--- src/rtl/cycle_stats_if.sv ---
// ============================================================================
// cycle_stats_if : sample, clear, snapshot and statistics bundle for cycle_stats
// Revision 1.0
// ============================================================================
`default_nettype none

interface cycle_stats_if;
   logic        enable;
   logic        sample_valid;
   logic [31:0] sample_value;
   logic        clear;
   logic        snap_req;
   logic        snap_ready;
   logic [31:0] sample_cnt;
   logic [31:0] last_value;
   logic        stats_empty;
   logic        snap_valid;
   logic [31:0] snap_cnt;
   logic [31:0] snap_min;
   logic [31:0] snap_max;
   logic [47:0] snap_sum;
   logic        sum_sat;
   logic        snap_miss;

   modport master (
      output enable, sample_valid, sample_value, clear, snap_req, snap_ready,
      input  sample_cnt, last_value, stats_empty, snap_valid, snap_cnt,
             snap_min, snap_max, snap_sum, sum_sat, snap_miss
   );

   modport slave (
      input  enable, sample_valid, sample_value, clear, snap_req, snap_ready,
      output sample_cnt, last_value, stats_empty, snap_valid, snap_cnt,
             snap_min, snap_max, snap_sum, sum_sat, snap_miss
   );
endinterface

`default_nettype wire

--- src/rtl/cycle_stats.sv ---
// ============================================================================
// cycle_stats : live count/min/max/sum of cycle measurements with snapshot
// Revision 1.0
// ============================================================================
`default_nettype none

module cycle_stats (
   input  wire logic     clk,
   input  wire logic     resetn,
   cycle_stats_if.slave  bus
);

   typedef enum logic [0:0] {
      EMPTY  = 1'b0,
      ACTIVE = 1'b1
   } state_t;

   state_t      state;
   state_t      state_next;

   logic [31:0] cnt_r;
   logic [31:0] last_r;
   logic [31:0] min_r;
   logic [31:0] max_r;
   logic [47:0] sum_r;
   logic        sat_r;
   logic        miss_r;

   logic        snap_valid_r;
   logic [31:0] snap_cnt_r;
   logic [31:0] snap_min_r;
   logic [31:0] snap_max_r;
   logic [47:0] snap_sum_r;

   logic        accept;
   logic        capture;
   logic        drop;
   logic        handoff;
   logic [48:0] sum_add;
   logic [47:0] sum_next;
   logic [31:0] cnt_next;
   logic [31:0] min_next;
   logic [31:0] max_next;

   always_comb begin
      accept   = bus.sample_valid & bus.enable & ~bus.clear;
      capture  = bus.snap_req & ~snap_valid_r;
      drop     = bus.snap_req & snap_valid_r;
      handoff  = snap_valid_r & bus.snap_ready;
      sum_add  = {1'b0, sum_r} + {17'd0, bus.sample_value};
      sum_next = sum_add[48] ? {48{1'b1}} : sum_add[47:0];
      cnt_next = (cnt_r == 32'hFFFF_FFFF) ? cnt_r : cnt_r + 32'd1;
      // The first sample after reset/clear seeds both extremes.
      if (state == EMPTY) begin
         min_next = bus.sample_value;
         max_next = bus.sample_value;
      end else begin
         min_next = (bus.sample_value < min_r) ? bus.sample_value : min_r;
         max_next = (bus.sample_value > max_r) ? bus.sample_value : max_r;
      end
   end

   always_ff @(posedge clk or negedge resetn) begin
      if (!resetn) begin
         state <= EMPTY;
      end else begin
         state <= state_next;
      end
   end

   always_comb begin
      state_next = state;
      case (state)
         EMPTY:   if (accept)    state_next = ACTIVE;
         ACTIVE:  if (bus.clear) state_next = EMPTY;
         default: state_next = EMPTY;
      endcase
   end

   always_ff @(posedge clk or negedge resetn) begin
      if (!resetn) begin
         cnt_r  <= 32'd0;
         last_r <= 32'd0;
         min_r  <= 32'hFFFF_FFFF;
         max_r  <= 32'd0;
         sum_r  <= 48'd0;
         sat_r  <= 1'b0;
         miss_r <= 1'b0;
      end else if (bus.clear) begin
         cnt_r  <= 32'd0;
         last_r <= 32'd0;
         min_r  <= 32'hFFFF_FFFF;
         max_r  <= 32'd0;
         sum_r  <= 48'd0;
         sat_r  <= 1'b0;
         miss_r <= 1'b0;
      end else begin
         if (accept) begin
            cnt_r  <= cnt_next;
            last_r <= bus.sample_value;
            min_r  <= min_next;
            max_r  <= max_next;
            sum_r  <= sum_next;
            if (sum_add[48]) sat_r <= 1'b1;
         end
         if (drop) miss_r <= 1'b1;
      end
   end

   // Capture uses pre-edge live values, so a same-edge sample or clear is
   // never reflected in the snapshot being taken.
   always_ff @(posedge clk or negedge resetn) begin
      if (!resetn) begin
         snap_valid_r <= 1'b0;
         snap_cnt_r   <= 32'd0;
         snap_min_r   <= 32'd0;
         snap_max_r   <= 32'd0;
         snap_sum_r   <= 48'd0;
      end else if (capture) begin
         snap_valid_r <= 1'b1;
         snap_cnt_r   <= cnt_r;
         snap_sum_r   <= sum_r;
         snap_min_r   <= (state == EMPTY) ? 32'd0 : min_r;
         snap_max_r   <= (state == EMPTY) ? 32'd0 : max_r;
      end else if (handoff) begin
         snap_valid_r <= 1'b0;
      end
   end

   assign bus.sample_cnt  = cnt_r;
   assign bus.last_value  = last_r;
   assign bus.stats_empty = (state == EMPTY);
   assign bus.snap_valid  = snap_valid_r;
   assign bus.snap_cnt    = snap_cnt_r;
   assign bus.snap_min    = snap_min_r;
   assign bus.snap_max    = snap_max_r;
   assign bus.snap_sum    = snap_sum_r;
   assign bus.sum_sat     = sat_r;
   assign bus.snap_miss   = miss_r;

endmodule

`default_nettype wire

--- src/flat_wrapper.sv ---
// flat-port wrapper written by rule: the top's interface ports become plain ports
module cycle_stats_flat 
  (clk, resetn, bus_enable, bus_sample_valid, bus_sample_value, bus_clear, bus_snap_req, bus_snap_ready, bus_sample_cnt, bus_last_value, bus_stats_empty, bus_snap_valid, bus_snap_cnt, bus_snap_min, bus_snap_max, bus_snap_sum, bus_sum_sat, bus_snap_miss);
  cycle_stats_if bus_i ();
  input  wire logic clk;
  input  wire logic resetn;
  input wire logic [$bits(bus_i.enable)-1:0] bus_enable;
  input wire logic [$bits(bus_i.sample_valid)-1:0] bus_sample_valid;
  input wire logic [$bits(bus_i.sample_value)-1:0] bus_sample_value;
  input wire logic [$bits(bus_i.clear)-1:0] bus_clear;
  input wire logic [$bits(bus_i.snap_req)-1:0] bus_snap_req;
  input wire logic [$bits(bus_i.snap_ready)-1:0] bus_snap_ready;
  output wire logic [$bits(bus_i.sample_cnt)-1:0] bus_sample_cnt;
  output wire logic [$bits(bus_i.last_value)-1:0] bus_last_value;
  output wire logic [$bits(bus_i.stats_empty)-1:0] bus_stats_empty;
  output wire logic [$bits(bus_i.snap_valid)-1:0] bus_snap_valid;
  output wire logic [$bits(bus_i.snap_cnt)-1:0] bus_snap_cnt;
  output wire logic [$bits(bus_i.snap_min)-1:0] bus_snap_min;
  output wire logic [$bits(bus_i.snap_max)-1:0] bus_snap_max;
  output wire logic [$bits(bus_i.snap_sum)-1:0] bus_snap_sum;
  output wire logic [$bits(bus_i.sum_sat)-1:0] bus_sum_sat;
  output wire logic [$bits(bus_i.snap_miss)-1:0] bus_snap_miss;
  assign bus_i.enable = bus_enable;
  assign bus_i.sample_valid = bus_sample_valid;
  assign bus_i.sample_value = bus_sample_value;
  assign bus_i.clear = bus_clear;
  assign bus_i.snap_req = bus_snap_req;
  assign bus_i.snap_ready = bus_snap_ready;
  assign bus_sample_cnt = bus_i.sample_cnt;
  assign bus_last_value = bus_i.last_value;
  assign bus_stats_empty = bus_i.stats_empty;
  assign bus_snap_valid = bus_i.snap_valid;
  assign bus_snap_cnt = bus_i.snap_cnt;
  assign bus_snap_min = bus_i.snap_min;
  assign bus_snap_max = bus_i.snap_max;
  assign bus_snap_sum = bus_i.snap_sum;
  assign bus_sum_sat = bus_i.sum_sat;
  assign bus_snap_miss = bus_i.snap_miss;
  cycle_stats u_core (.clk(clk), .resetn(resetn), .bus(bus_i));
endmodule
--- config.mk ---
export PLATFORM = sky130hd
export DESIGN_NAME = cycle_stats_flat
export DESIGN_NICKNAME = d
export VERILOG_FILES = /design/src/rtl/cycle_stats_if.sv /design/src/rtl/cycle_stats.sv /design/src/flat_wrapper.sv
export SDC_FILE = /design/constraint.sdc
export NUM_CORES = 1
export LEC_CHECK = 0
export ABC_AREA = 1
export BUFFER_PORTS_ARGS = -buffer_cell sky130_fd_sc_hd__buf_2
export CAP_MARGIN = 20
export CELL_PAD_IN_SITES_DETAIL_PLACEMENT = 2
export CELL_PAD_IN_SITES_GLOBAL_PLACEMENT = 2
export CORE_MARGIN = 8
export CORE_UTILIZATION = 33
export DETAILED_ROUTE_END_ITERATION = 7
export MAX_ROUTING_LAYER = met4
export PLACE_DENSITY_LB_ADDON = 0.1
export SLEW_MARGIN = 20
export SYNTH_ARGS = -nofsm -noshare
export SYNTH_HDL_FRONTEND = slang
export SYNTH_SLANG_ARGS = --single-unit
--- constraint.sdc ---
create_clock -name clk -period 2.9 [get_ports clk]
set_input_delay 0.29 -clock clk [delete_from_list [all_inputs] [get_ports clk]]
set_output_delay 0.29 -clock clk [all_outputs]
set_load 0.02 [all_outputs]
==> run summary <==
Skew-Pair Late Insertion Delay: 0.58 ns
number of flops mapped to enable cells by yosys: 0
Worst R2R End: u_core.sum_r[26]
setup TNS: 0 ns
first-pass GRT wire length: 114800 um
Hold Fails Final Rpt: 0
Die Span Y: 249.7 um
vias post-DR: 17420
Total Routing Usage GR: 0.2403
dpl hpwl: 54950 um
pin count of the biggest net entering global routing: 185
post-CTS setup repair buffer count: 0
synthesized area per cell: 7.534 um2
RSZ-0062 raised after global routing: yes
Placeable Area: 53920 um2
dpl cell area: 20220 um2
post-route ant nets: 0
r2r worst-path depth: 14
Max Cap Viol: 0
Max FO, Critical Path: 22
Pre-antenna DRT Iters: 5
ys flop type: dfrtp_1
PortBufs: 250
DIE WIDTH: 249.7 um
Starting DRT DRC Count: 814
status: finished clean
Final Instance Area: 21500 um2
Netlist cell types: 43
vias per cell: 5.174
die area: 62370 um2
WL final: 73640 um
Final min period: 2.744 ns
Final Cycle Share: 0.9463
dpl cells: 3290
RR Startpoint: u_core.sum_r[0]
Clock Sinks: 324
routed len/inst: 21.87 um
CP required: 3.34 ns
fin util: 0.3987
Hold Crit Class: input port to flip-flop
CP arrival: 3.19 ns
R2R Setup Slk: 0.16 ns
CTS Buffer Depth: 3
maximum vdd drop: 0.3748 mV
Initial Utilization: 0.3344
total grt overflow: 0
FMAX: 364.4 MHz
synthesis-to-finish area growth: 19.24%
Layout Cells excl Fill: 3367
post-synthesis sequential area ratio: 0.4519
Fill cells: 6332
Worst setup EP type: flip-flop
cells after synthesis: 2393
Worst Setup Start Kind: flip-flop
vias in the first global route: 19298
yosys warns: 0
leakage power: 11.71 nW
flops & latches, synth: 324
fraction of layout instances using a drive strength above 1: 0.1562
TritonCTS Buffers: 41
post-synthesis async set-or-reset flop share: 1.000
Pwr per Cell Area: 558.9 nW/um2
CTS clk-pin slew, worst paths: 0.06 ns
worst hold slack: 0.04211 ns
# rows: 85
htree depth: 2
final setup violation count: 0
Mapped Nets: 2529
CTS tree: built
CTS root buf: clkbuf_16
gp weighted congestion: 0.9035
critical path startpoint: u_core.sum_r[0]
drt drc: 0
synthesized area: 18030 um2
final slew viol count: 0
Setup crit end: u_core.sum_r[26]
antenna violations before repair: 2
crit path kind: flip-flop to flip-flop
Top Ports: 251
Worst Max-Slew Pin Slew: 1.020 ns
clk_skew: 0.03907 ns
Worst slew margin: 0.3200
Nets: 2775
[logic make-up (layout without fill, tap and decap cells)]
| family | after synthesis | count (layout) | synth area share |
|---|---|---|---|
| buf+inv | 398 | 674 | 0.08452 |
| other cells | 0 | 2 | 0 |
| xor+xnor | 14 | 14 | 0.006801 |
| fa+ha+maj | 97 | 97 | 0.06773 |
| compound gates | 351 | 351 | 0.1150 |
| simple gates | 1209 | 1209 | 0.2740 |
| flops | 324 | 324 | 0.4519 |
[timing repair]
item                       CTS  global route
hold buffers                 2             0
setup endpoints to repair    0            29
gates resized for setup      0             0
hold endpoints to repair    62             0
[where the power goes]
group | switching [mW] | internal [mW]
Combinational | 1.51 | 0.592
Sequential | 0.180 | 4.83
Clock | 2.07 | 2.83
[per-layer routing]
metal,vias to the layer above,share of wire,routed length (um),track usage
li1,8164,-,-,-
met1,8854,0.45,33360,0.3042
met2,286,0.48,35340,0.3962
met3,116,0.038,2804,0.03658
met4,0,0.029,2142,0.07008
met5,-,0,0,-
[synth_stat cells (8+ instances only)]
cell type | count | area share
a21oi_1 | 109 | 0.030
buf_2 | 8 | 0.0022
clkbuf_1 | 73 | 0.015
dfrtp_1 | 292 | 0.41
dfstp_2 | 32 | 0.047
ha_1 | 96 | 0.067
inv_1 | 304 | 0.063
nand2_1 | 858 | 0.18
nand3_1 | 141 | 0.039
nand3b_1 | 9 | 0.0037
nand4_1 | 32 | 0.011
nor2_1 | 126 | 0.026
nor3_1 | 26 | 0.0072
o21ai_0 | 129 | 0.036
o21ai_2 | 18 | 0.0087
o31ai_1 | 71 | 0.030
xor2_1 | 9 | 0.0044
[registers in the layout (all words and copies together) (netlist names)]
register,cells
u_core.sum_r,48
u_core.bus.snap_sum,48
u_core.state,1
u_core.bus.snap_valid,1
u_core.bus.sum_sat,1
u_core.bus.snap_min,32
u_core.max_r,32
u_core.bus.snap_cnt,32
u_core.min_r,32
u_core.bus.snap_max,32
u_core.bus.snap_miss,1
u_core.bus.last_value,32
u_core.bus.sample_cnt,32
[worst max-delay path, cell delays in order, from the launching register on]
cell	delay, ns
dfrtp_1	0.40
ha_1	0.25
fa_1	0.41
nand2_1	0.12
a21oi_1	0.11
nand2_1	0.08
nand2_1	0.07
nand2_1	0.14
nand2_1	0.11
nand2_1	0.11
nand2_1	0.11
nand2_1	0.12
buf_4	0.31
nand2_1	0.09
o21bai_1	0.18
[layout by cell type (no fill, tap or decap), types with 3 or more instances in the layout]
master	Yosys	layout
nor3_1	26	26
o21bai_1	4	4
clkbuf_1	73	18
nand3b_1	9	9
buf_4	0	31
inv_1	304	302
nand2_1	858	857
o211ai_1	4	4
nor4_1	3	3
ha_1	96	96
xnor2_1	5	5
inv_2	3	5
dfstp_2	32	32
buf_2	8	249
o21ai_0	129	129
a21o_1	5	5
a21oi_1	109	109
nand3_1	141	141
o221ai_1	4	4
nand4_1	32	32
xor2_1	9	9
o21ai_2	18	18
or2_2	4	4
dfrtp_1	292	292
buf_12	0	8
clkbuf_8	0	6
clkinv_2	0	5
nor2_1	126	124
clkbuf_16	0	42
o31ai_1	71	71
[per-stage QoR]
| stage | power [mW] | worst slack (ns) |
|---|---|---|
| 2_1_floorplan | 6.264 | 0.6904 |
| 3_3_place_gp | 7.114 | 0.2085 |
| 3_5_place_dp | 7.215 | 0.1199 |
| 4_1_cts | 12.20 | 0.1147 |
| 5_1_grt | 12.58 | -0.09985 |
| 6_report | 12.01 | 0.1556 |
[cell type report]
type	instances	area, um2	area share
antenna	2	5.005	0.0002328
clock buffer	66	1201	0.05587
clock inverter	7	50.05	0.002328
inverter	310	1169	0.05436
multi-input combinational	1671	8381	0.3898
sequential	324	8148	0.3790
tap	696	870.8	0.04051
timing repair buffer	291	1674	0.07787
[how the worst min path moves through the flow]
stage,slack [ns],endpoint,startpoint,cells past startpoint
2_1_floorplan,-0.006,u_core.bus.last_value[0],resetn,0
3_3_place_gp,0.31,u_core.bus.snap_min[11],resetn,1
3_5_place_dp,0.31,u_core.bus.snap_min[11],resetn,1
4_1_cts,0.02,u_core.max_r[2],bus_sample_value[2],3
5_1_grt,0.05,u_core.max_r[2],bus_sample_value[2],3
6_report,0.04,u_core.max_r[2],bus_sample_value[2],3
Note: power is estimated with default switching activity, not from simulation.
